--- config.mk ---
export PLATFORM = sky130hd
export DESIGN_NAME = enc1s_round_seq
export DESIGN_NICKNAME = d
export VERILOG_FILES = /design/src/rtl/enc1s_round_seq.sv
export SDC_FILE = /design/constraint.sdc
export NUM_CORES = 2
export LEC_CHECK = 0
export CAP_MARGIN = 20
export CORE_UTILIZATION = 45
export DETAILED_ROUTE_END_ITERATION = 7
export SYNTH_ARGS = -nofsm -noshare
export SYNTH_HDL_FRONTEND = slang
export SYNTH_SLANG_ARGS = --single-unit
--- constraint.sdc ---
create_clock -name clk -period 23.5 [get_ports clk]
set_clock_uncertainty 0.2 [all_clocks]
set_input_delay 3.525 -clock clk [delete_from_list [all_inputs] [get_ports clk]]
set_output_delay 3.525 -clock clk [all_outputs]
set_load 0.01 [all_outputs]
--- src/rtl/enc1s_round_seq.sv ---
// One AES enc/dec or SM4 round on a 128-bit state, sequenced over a single
// 8->32 enc1s byte-op datapath (16 ops for AES, 4 for SM4).
module enc1s_round_seq (
   input  logic         clk,
   input  logic         rst_n,
   input  logic         start,
   input  logic [1:0]   mode,
   input  logic         final_rnd,
   input  logic [127:0] state_in,
   input  logic [127:0] rkey_in,
   output logic         busy,
   output logic         done,
   output logic [127:0] state_out
);

   localparam int unsigned WORD_W  = 32;
   localparam int unsigned STATE_W = 128;
   localparam int unsigned CNT_W   = 4;

   localparam logic [1:0] MODE_AES_ENC = 2'b00;
   localparam logic [1:0] MODE_SM4     = 2'b10;
   localparam logic [1:0] MODE_RSVD    = 2'b11;

   localparam logic [7:0] SM4_SBOX [256] = '{
      8'hd6,8'h90,8'he9,8'hfe,8'hcc,8'he1,8'h3d,8'hb7,8'h16,8'hb6,8'h14,8'hc2,8'h28,8'hfb,8'h2c,8'h05,
      8'h2b,8'h67,8'h9a,8'h76,8'h2a,8'hbe,8'h04,8'hc3,8'haa,8'h44,8'h13,8'h26,8'h49,8'h86,8'h06,8'h99,
      8'h9c,8'h42,8'h50,8'hf4,8'h91,8'hef,8'h98,8'h7a,8'h33,8'h54,8'h0b,8'h43,8'hed,8'hcf,8'hac,8'h62,
      8'he4,8'hb3,8'h1c,8'ha9,8'hc9,8'h08,8'he8,8'h95,8'h80,8'hdf,8'h94,8'hfa,8'h75,8'h8f,8'h3f,8'ha6,
      8'h47,8'h07,8'ha7,8'hfc,8'hf3,8'h73,8'h17,8'hba,8'h83,8'h59,8'h3c,8'h19,8'he6,8'h85,8'h4f,8'ha8,
      8'h68,8'h6b,8'h81,8'hb2,8'h71,8'h64,8'hda,8'h8b,8'hf8,8'heb,8'h0f,8'h4b,8'h70,8'h56,8'h9d,8'h35,
      8'h1e,8'h24,8'h0e,8'h5e,8'h63,8'h58,8'hd1,8'ha2,8'h25,8'h22,8'h7c,8'h3b,8'h01,8'h21,8'h78,8'h87,
      8'hd4,8'h00,8'h46,8'h57,8'h9f,8'hd3,8'h27,8'h52,8'h4c,8'h36,8'h02,8'he7,8'ha0,8'hc4,8'hc8,8'h9e,
      8'hea,8'hbf,8'h8a,8'hd2,8'h40,8'hc7,8'h38,8'hb5,8'ha3,8'hf7,8'hf2,8'hce,8'hf9,8'h61,8'h15,8'ha1,
      8'he0,8'hae,8'h5d,8'ha4,8'h9b,8'h34,8'h1a,8'h55,8'had,8'h93,8'h32,8'h30,8'hf5,8'h8c,8'hb1,8'he3,
      8'h1d,8'hf6,8'he2,8'h2e,8'h82,8'h66,8'hca,8'h60,8'hc0,8'h29,8'h23,8'hab,8'h0d,8'h53,8'h4e,8'h6f,
      8'hd5,8'hdb,8'h37,8'h45,8'hde,8'hfd,8'h8e,8'h2f,8'h03,8'hff,8'h6a,8'h72,8'h6d,8'h6c,8'h5b,8'h51,
      8'h8d,8'h1b,8'haf,8'h92,8'hbb,8'hdd,8'hbc,8'h7f,8'h11,8'hd9,8'h5c,8'h41,8'h1f,8'h10,8'h5a,8'hd8,
      8'h0a,8'hc1,8'h31,8'h88,8'ha5,8'hcd,8'h7b,8'hbd,8'h2d,8'h74,8'hd0,8'h12,8'hb8,8'he5,8'hb4,8'hb0,
      8'h89,8'h69,8'h97,8'h4a,8'h0c,8'h96,8'h77,8'h7e,8'h65,8'hb9,8'hf1,8'h09,8'hc5,8'h6e,8'hc6,8'h84,
      8'h18,8'hf0,8'h7d,8'hec,8'h3a,8'hdc,8'h4d,8'h20,8'h79,8'hee,8'h5f,8'h3e,8'hd7,8'hcb,8'h39,8'h48
   };

   typedef enum logic [1:0] {IDLE, RUN, DONE} state_e;

   // GF(2^8) arithmetic over the AES polynomial x^8+x^4+x^3+x+1
   function automatic logic [7:0] xt(input logic [7:0] a);
      return {a[6:0], 1'b0} ^ (a[7] ? 8'h1b : 8'h00);
   endfunction

   function automatic logic [7:0] gmul(input logic [7:0] a, input logic [7:0] b);
      logic [7:0] p;
      logic [7:0] r;
      p = a;
      r = 8'h00;
      for (int k = 0; k < 8; k++) begin
         if (b[k]) r = r ^ p;
         p = xt(p);
      end
      return r;
   endfunction

   // a^254 is the multiplicative inverse (0 maps to 0)
   function automatic logic [7:0] ginv(input logic [7:0] a);
      logic [7:0] p;
      logic [7:0] r;
      p = a;
      r = 8'h01;
      for (int k = 1; k < 8; k++) begin
         p = gmul(p, p);
         r = gmul(r, p);
      end
      return r;
   endfunction

   function automatic logic [7:0] aes_sbox(input logic [7:0] x);
      logic [7:0] b;
      b = ginv(x);
      return b ^ {b[6:0], b[7]} ^ {b[5:0], b[7:6]} ^ {b[4:0], b[7:5]} ^ {b[3:0], b[7:4]} ^ 8'h63;
   endfunction

   function automatic logic [7:0] aes_isbox(input logic [7:0] x);
      return ginv({x[6:0], x[7]} ^ {x[4:0], x[7:5]} ^ {x[1:0], x[7:2]} ^ 8'h05);
   endfunction

   function automatic logic [31:0] rot_bytes(input logic [31:0] w, input logic [1:0] n);
      logic [31:0] r;
      case (n)
         2'd0:    r = w;
         2'd1:    r = {w[23:0], w[31:24]};
         2'd2:    r = {w[15:0], w[31:16]};
         default: r = {w[7:0],  w[31:8]};
      endcase
      return r;
   endfunction

   // Byte op: S-box on byte fn[1:0] of rs1, column/L transform, rotate into place, xor rs2.
   // SM4 L commutes with byte rotation, so all modes share the final rotate.
   function automatic logic [31:0] enc1s(input logic [4:0] fn, input logic [31:0] rs1,
                                         input logic [31:0] rs2);
      logic [7:0]  x;
      logic [7:0]  s;
      logic [31:0] v;
      logic [31:0] w;
      x = 8'(rs1 >> (8 * fn[1:0]));
      s = 8'h00;
      v = 32'h0;
      w = 32'h0;
      case (fn[4:3])
         2'b00: begin
            s = aes_sbox(x);
            w = fn[2] ? {24'h0, s} : {gmul(s, 8'h03), s, s, xt(s)};
         end
         2'b01: begin
            s = aes_isbox(x);
            w = fn[2] ? {24'h0, s}
                      : {gmul(s, 8'h0b), gmul(s, 8'h0d), gmul(s, 8'h09), gmul(s, 8'h0e)};
         end
         2'b10: begin
            s = SM4_SBOX[x];
            v = {24'h0, s};
            w = fn[2] ? (v ^ {v[18:0], v[31:19]} ^ {v[8:0], v[31:9]})
                      : (v ^ {v[29:0], v[31:30]} ^ {v[21:0], v[31:22]}
                           ^ {v[13:0], v[31:14]} ^ {v[7:0], v[31:8]});
         end
         default: w = 32'h0;
      endcase
      return rs2 ^ rot_bytes(w, fn[1:0]);
   endfunction

   state_e               state_q, state_d;
   logic [CNT_W-1:0]     cnt_q, cnt_d;
   logic [1:0]           mode_q, mode_d;
   logic                 fin_q, fin_d;
   logic [STATE_W-1:0]   st_q, st_d;
   logic [STATE_W-1:0]   rk_q, rk_d;
   logic [WORD_W-1:0]    acc_q, acc_d;
   logic [3*WORD_W-1:0]  stage_q, stage_d;
   logic [STATE_W-1:0]   out_q, out_d;
   logic                 busy_q, busy_d;
   logic                 done_q, done_d;

   logic                 accept_c;
   logic                 sm4_c;
   logic                 last_c;
   logic [1:0]           col_j_c, byte_i_c, src_col_c;
   logic [WORD_W-1:0]    rs1_c, rs2_c, res_c, t_c;

   assign sm4_c     = (mode_q == MODE_SM4);
   assign col_j_c   = cnt_q[3:2];
   assign byte_i_c  = cnt_q[1:0];
   assign src_col_c = (mode_q == MODE_AES_ENC) ? (col_j_c + byte_i_c) : (col_j_c - byte_i_c);
   assign last_c    = sm4_c ? (cnt_q == 4'd3) : (cnt_q == 4'd15);
   assign accept_c  = start && (mode != MODE_RSVD) && ((state_q == IDLE) || (state_q == DONE));
   assign t_c       = state_in[63:32] ^ state_in[95:64] ^ state_in[127:96] ^ rkey_in[31:0];

   // Operand selection: AES ShiftRows/InvShiftRows via column index, SM4 uses precomputed t
   always_comb begin
      rs1_c = rk_q[31:0];
      rs2_c = acc_q;
      if (sm4_c) begin
         if (byte_i_c == 2'd0) rs2_c = st_q[31:0];
      end else begin
         rs1_c = st_q[32*src_col_c +: 32];
         if (byte_i_c == 2'd0) rs2_c = rk_q[32*col_j_c +: 32];
      end
   end

   assign res_c = enc1s({mode_q, fin_q, byte_i_c}, rs1_c, rs2_c);

   always_comb begin
      state_d = state_q;
      cnt_d   = cnt_q;
      mode_d  = mode_q;
      fin_d   = fin_q;
      st_d    = st_q;
      rk_d    = rk_q;
      acc_d   = acc_q;
      stage_d = stage_q;
      out_d   = out_q;
      case (state_q)
         IDLE, DONE: begin
            state_d = IDLE;
            if (accept_c) begin
               state_d = RUN;
               cnt_d   = '0;
               mode_d  = mode;
               fin_d   = final_rnd;
               st_d    = state_in;
               rk_d    = {rkey_in[127:32], (mode == MODE_SM4) ? t_c : rkey_in[31:0]};
            end
         end
         RUN: begin
            if (last_c) begin
               state_d = DONE;
               cnt_d   = '0;
               out_d   = sm4_c ? {res_c, st_q[127:32]} : {res_c, stage_q};
            end else begin
               cnt_d = cnt_q + 4'd1;
               if (byte_i_c == 2'd3) begin
                  case (col_j_c)
                     2'd0:    stage_d[31:0]  = res_c;
                     2'd1:    stage_d[63:32] = res_c;
                     2'd2:    stage_d[95:64] = res_c;
                     default: stage_d = stage_q;
                  endcase
               end else begin
                  acc_d = res_c;
               end
            end
         end
         default: state_d = IDLE;
      endcase
      busy_d = (state_d == RUN);
      done_d = (state_d == DONE);
   end

   always_ff @(posedge clk or negedge rst_n) begin
      if (!rst_n) begin
         state_q <= IDLE;
         cnt_q   <= '0;
         mode_q  <= '0;
         fin_q   <= 1'b0;
         st_q    <= '0;
         rk_q    <= '0;
         acc_q   <= '0;
         stage_q <= '0;
         out_q   <= '0;
         busy_q  <= 1'b0;
         done_q  <= 1'b0;
      end else begin
         state_q <= state_d;
         cnt_q   <= cnt_d;
         mode_q  <= mode_d;
         fin_q   <= fin_d;
         st_q    <= st_d;
         rk_q    <= rk_d;
         acc_q   <= acc_d;
         stage_q <= stage_d;
         out_q   <= out_d;
         busy_q  <= busy_d;
         done_q  <= done_d;
      end
   end

   assign busy      = busy_q;
   assign done      = done_q;
   assign state_out = out_q;

endmodule

; ---- Word level (Yosys, flattened, before mapping)
; Memory sizes are Yosys's and may differ from the RTL's.
; Cells that the tools add are included.
; Widths: inputs -> output; s select.
[totals]
reg_bits = 523
romBits = 2048
out_inout_bits = 130
memories = 1
elab_cells = 1125
inputBits = 262
[classes]
n_addsub = 3
bitwise_logic = 411
shift = 3
n_reduce_logical = 16
muxes = 661
order_cmp = 1
eq_ne = 16
[memory_table]
columns = name, words, word_bits, read_ports, rd_clocked_by_memory_dff, write_ports, line_no
row1 = (no name shown), 256, 8, 1, 0, 0, 119  ; s = SM4_SBOX[x];
[op_table]
columns = op, count
row1 = $mux 8, 442
row2 = $xor 8x8->8, 196
row3 = $xor 8x5->8, 186
row4 = $mux 5, 188
row5 = $mux 32, 8
row6 = $shiftx 128x8->32, 2
row7 = $pmux 32 s3, 2
row8 = $xor 32x32->32, 4
row9 = $mux 96, 1
row10 = $shr 32x5->8, 1
row11 = $xor 26x32->32, 1
row12 = $xor 21x31->31, 1
row13 = $xor 18x26->26, 1
row14 = $xor 8x21->21, 1
row15 = $xor 10x18->18, 1
row16 = $mux 4, 4
row17 = $not 1->1, 16
row18 = $eq 2x2->1 const B, 7
row19 = $mux 7, 2
row20 = $mux 6, 2
row21 = $reduce_and 4->1, 3
row22 = $eq 2x1->1 const B, 5
row23 = $xor 8x10->10, 1
row24 = $ge 9x9->1 const B, 1
row25 = other kinds (21), 35

; ---- Depth between registers and ports, before layout
[logic_depth]
ltp_word = 203
ltp_mapped = 83
depth_no_buf = 68

; ---- Worst setup path after synthesis
; OpenSTA, ideal clock, no wires.
[synth_timing]
path_type = register -> register
startpoint = reg cnt_q[0]
endpoint = reg stage_q[87]
slack_ns = 4.047
t_arrival_ns = 19.122
path_stages_with_launch = 76
path_buffers = 11
period_less_slack_ns = 19.453
setup_ns = 0.131
cell_sequence = dfrtp_1 > buf_4 > inv_1 > ha_1 > o21a_1 > o21ai_2 > buf_2 > a221oi_1 > o41ai_2 > o211ai_2 > nand2_2 > clkbuf_1 > clkbuf_1 > clkbuf_1 > buf_1 > buf_1 > ha_1 > xnor2_2 > (+40 left out) > xnor2_2 > nand2_1 > xor2_2 > xnor2_2 > xor3_4 > xnor2_4 > xor2_2 > nor2_1 > xnor2_1 > xnor3_1 > xor2_1 > xnor3_2 > xnor2_1 > a221o_1 > a221oi_2 > a21oi_1 > xnor2_2 > o21ai_1
[synth_via]
elab_chain_len = 201
elab_cells_between_ends = 1054
classes_between = add/sub (2) / eq/ne (5) / shift (2) / mux (649) / bitwise (393) / reduce/logical (2) / memory (1)
[synth_lines]
columns = element, line_no
row1 = from (decl), 131  ; logic [CNT_W-1:0] cnt_q, cnt_d;
row2 = from (signal assigned), 232  ; cnt_q <= cnt_d;
row3 = $sub 2x2->2 or $add 2x2->2 (tied branches), 151  ; assign src_col_c = (mode_q == MODE_AES_ENC) ? (col_j_c + byte_i_c) : (col_j_c - byte_i_c);
row4 = $mux 2, 151
row5 = $shiftx 128x8->32, 163  ; rs1_c = st_q[32*src_col_c +: 32];
row6 = $mux 32, 160  ; if (sm4_c) begin
row7 = $shr 32x5->8, 104  ; x = 8'(rs1 >> (8 * fn[1:0]));
row8 = $xor 8x8->8 (2 in a row), 82  ; return ginv({x[6:0], x[7]} ^ {x[4:0], x[7:5]} ^ {x[1:0], x[7:2]} ^ 8'h05);
row9 = $not 2->2 (no source line), --
row10 = $mux 8, 56  ; if (b[k]) r = r ^ p;
row11 = (+184 left out), --
row12 = $mux 8 or $xor 8x5->8 (tied branches), "108, 47"
row13 = $xor 8x8->8, 56
row14 = $mux 8, 108  ; case (fn[4:3])
row15 = $xor 8x8->8, 56
row16 = $mux 32, 115  ; w = fn[2] ? {24'h0, s}
row17 = $pmux 32 s3, 108
row18 = $pmux 32 s3, 87  ; case (n)
row19 = $xor 32x32->32, 127  ; return rs2 ^ rot_bytes(w, fn[1:0]);
row20 = to (signal assigned), 238  ; stage_q <= stage_d;
row21 = to (decl), 137  ; logic [3*WORD_W-1:0] stage_q, stage_d;
; Several ways; a longest one is shown, not always the timed one. The select of a mux whose other input is x is not followed.
; A chain may end at the register's enable or synchronous reset.

; ---- Worst setup path in the final report
[layout_timing]
startpoint = reg cnt_q[0]
endpoint = reg stage_q[1]
[layout_via]
elab_chain_len = 202
elab_cells_between_ends = 1058
classes_between = add/sub (2) / eq/ne (5) / shift (2) / mux (653) / bitwise (393) / reduce/logical (2) / memory (1)
[layout_lines]
columns = element, line_no
row1 = $sub 2x2->2 or $add 2x2->2 (tied branches), 151
row2 = $mux 2, 151
row3 = $shiftx 128x8->32, 163
row4 = $mux 32, 160
row5 = $shr 32x5->8, 104
row6 = $xor 8x8->8 (2 in a row), 82
row7 = $not 2->2 (no source line), --
row8 = $mux 8, 56
row9 = (+185 left out), --
row10 = $xor 8x5->8 or $mux 8 (tied branches), "47, 108"
row11 = $xor 8x8->8, 56
row12 = $mux 8, 108
row13 = $xor 8x8->8, 56
row14 = $mux 32, 115
row15 = $pmux 32 s3, 108
row16 = $pmux 32 s3, 87
row17 = $xor 32x32->32, 127
; Several ways; a longest one is shown, not always the timed one. The select of a mux whose other input is x is not followed.

==> summary.txt <==
Critical Path RT = 23.78 ns
RR Startpoint = cnt_q[0]$_DFFE_PN0P_
Sequential cell area = 0.0131 sq mm
Delay-heaviest family, CP = XOR/XNOR gates
CTS buffer count = 52
Nets = 7666
Pin count of the biggest net entering global routing = 130
Die height = 370 um
Clk slew on worst S/H paths = 0.07 ns
R2r endpoint = stage_q[1]$_DFFE_PN0P_
Worst R2R Path Depth = 64
Ys flop type = dfrtp_1
Skew-Pair Late Insertion Delay = 0.63 ns
Final setup vio count = 0
Crit Path Category = reg2reg
Min Tclk post-route = 22.60 ns
Slowest cell on the critical path = xor3_1
Sequential area share after synthesis = 0.215
IO Pins = 392
Starting Density = 0.455
Status = finished, final reports clean
Worst slew margin = 0.218
CTS tree = done
Vias per std cell = 6.15
Ys Warns = 0
Area Growth Syn to Fin = 12.0%
Total grt overflow = 0
DRC Markers = 0
All-layer global routing usage = 0.330
Startpoint types = flop
EDFF count, synth = 0
Hold Crit Class = reg2reg
Cell area after synthesis = 0.0608 sq mm
DP Area = 0.0664 sq mm
Crit. End Element = flop
Flip-flop and latch count after synthesis = 523
Syn Nets = 7546
Worst-path maximum fanout = 42
Clock root cell = clkbuf_16
Remaining antenna violation count after routing = 0
CTS Sinks = 523
Share of cells above drive strength 1 = 0.118
Die area = 0.137 sq mm
Avg WL per Cell = 25.4 um
Antenna violations before repair = 17
First-pass detailed-route iteration total = 6
Final Hold Fails = 0
Fill count = 12812
Distinct cells, synth = 131
Port Buffers = 391
First-pass GRT wire length = 347 mm
Post-route cell area = 0.0682 sq mm
Max clock buf depth = 3
Period utilisation layout = 0.962
Syn Inst Count = 7246
Fmax = 44.3 MHz
Vias in the first global route = 52615
R2R setup slack = 0.90 ns
Slowest cell delay on critical path = 0.77 ns
DP HPWL = 174 mm
Hold wc startpoint = stage_q[28]$_DFFE_PN0P_
Critical Path AT = 22.88 ns
Global placement routability congestion = 1.02
Max-Cap Viols = 0
Hold Path Cell Cnt = 2
Die width = 370 um
CP dominant cell by count = xnor3_1
Worst hold margin = 0.284 ns
Iteration-0 DRC Markers = 7002
Asr flop ratio synth = 1.00
CTS HTree Levels = 2
WL final = 233 mm
Syn avg cell area = 8.40 sq um
Area of the multi-input gates = 0.0452 sq mm
Worst hold endpoint = stage_q[28]$_DFFE_PN0P_
WP buf/inv = 7
Via Count = 56438
Row count = 134
Pins over their slew limit = 0
Worst slew pin tran = 1.17 ns
Core Box Area = 0.134 sq mm
## registers in the layout, summed over array words and instances, names as in the netlist
signal / flops
acc_q: 32
state_q: 2
done: 1
st_q: 128
fin_q: 1
cnt_q: 4
stage_q: 96
busy: 1
state_out: 128
rk_q: 128
mode_q: 2
## synthesized netlist by cell type (25+ instances only)
cell	instances	share of area
o211ai_1	65	0.0080
ha_1	38	0.0078
xnor2_1	884	0.13
o22ai_1	69	0.0071
xor3_1	25	0.0098
o21ai_0	355	0.029
nand3_1	160	0.013
nor3_1	171	0.014
and2_1	47	0.0048
nor2_1	890	0.055
mux2_2	267	0.049
inv_1	59	0.0036
xnor2_2	61	0.016
a31oi_1	168	0.017
buf_4	44	0.0054
nand2_1	930	0.057
clkbuf_1	341	0.021
xor2_1	267	0.038
xnor3_1	204	0.076
nor2b_1	42	0.0043
nand2b_1	34	0.0035
a211oi_1	73	0.0090
a22oi_1	33	0.0041
or3_1	26	0.0027
and3_1	28	0.0029
a21oi_1	310	0.026
mux4_2	38	0.014
buf_2	86	0.0071
o221ai_1	36	0.0052
mux2i_1	169	0.028
buf_1	44	0.0027
o21ai_1	139	0.011
dfrtp_1	523	0.22
a221oi_1	32	0.0046
## stage by stage
step                      TNS [ns]  cells   util  setup slack [ns]
final                            0   9176  0.509             0.903
after global routing       -0.0116   9168  0.509           -0.0116
after CTS                        0   9165  0.509             0.699
after detailed placement         0   9077  0.496             0.760
after global placement           0   9077  0.496             0.872
after floorplan                  0   7246      -              4.05
## area by class of cell
cell class | count | area share
Antenna cell | 8 | 0.000294
Clock inverter | 20 | 0.00290
Timing Repair Buffer | 616 | 0.0827
Tap cell | 1768 | 0.0325
Sequential cell | 523 | 0.192
Multi-Input combinational cell | 6099 | 0.664
Inverter | 74 | 0.00418
Clock buffer | 68 | 0.0217
## cells in the final DEF, fill, tap and decap left out, drive strengths merged, types with 223 or more instances in the layout
master / count
a21oi: 313
o21ai: 499
nor2: 899
xnor2: 962
dfrtp: 523
nand2: 933
mux2: 271
buf: 226
xnor3: 223
xor2: 287
clkdlybuf4s50: 390
## what timing repair did
| item | in CTS | in global routing |
|---|---|---|
| setup endpoints to repair | 0 | 125 |
| hold buffers | 0 | 0 |
| gates resized for setup | 0 | 8 |
| setup buffers | 0 | 0 |
## worst max path at each step
stage                                   end  cells past startpoint                 start
floorplan           stage_q[87]$_DFFE_PN0P_                     75  cnt_q[0]$_DFFE_PN0P_
global placement     stage_q[9]$_DFFE_PN0P_                     62  cnt_q[0]$_DFFE_PN0P_
detailed placement   stage_q[1]$_DFFE_PN0P_                     64  cnt_q[0]$_DFFE_PN0P_
CTS                  stage_q[1]$_DFFE_PN0P_                     65  cnt_q[0]$_DFFE_PN0P_
global route         stage_q[1]$_DFFE_PN0P_                     65  cnt_q[0]$_DFFE_PN0P_
finish               stage_q[1]$_DFFE_PN0P_                     64  cnt_q[0]$_DFFE_PN0P_
## kinds of logic after synthesis
family	share of synthesized area
xor+xnor	0.290
compound gates	0.177
flops	0.215
simple gates	0.170
buf+inv	0.0470
fa+ha+maj	0.00814
mux	0.0921
## per-layer routing
| metal | part of all wire | vias up | routed length [um] | GRT usage |
|---|---|---|---|---|
| li1 | - | 25654 | - | - |
| met1 | 0.42 | 27588 | 97100 | 0.452 |
| met2 | 0.46 | 2736 | 107000 | 0.524 |
| met3 | 0.074 | 442 | 17200 | 0.0364 |
| met4 | 0.051 | 18 | 11800 | 0.146 |
| met5 | 0.00051 | - | 119 | 0 |
## worst register-to-register path: cells and delay by family, from the launching register on
kind,cells,cell delay (ns)
adder cells (fa/ha/maj),3,1.51
XOR/XNOR,32,13.15
buffers and inverters,7,1.94
flip-flops,1,0.71
AND/OR/NAND/NOR,7,1.04
AO/OA/AOI/OAI,12,3.20
multiplexers,3,0.70
Power is left out: the tool's default activity adds up to more than one toggle a clock period on the data nets, which glitch-free logic cannot reach.
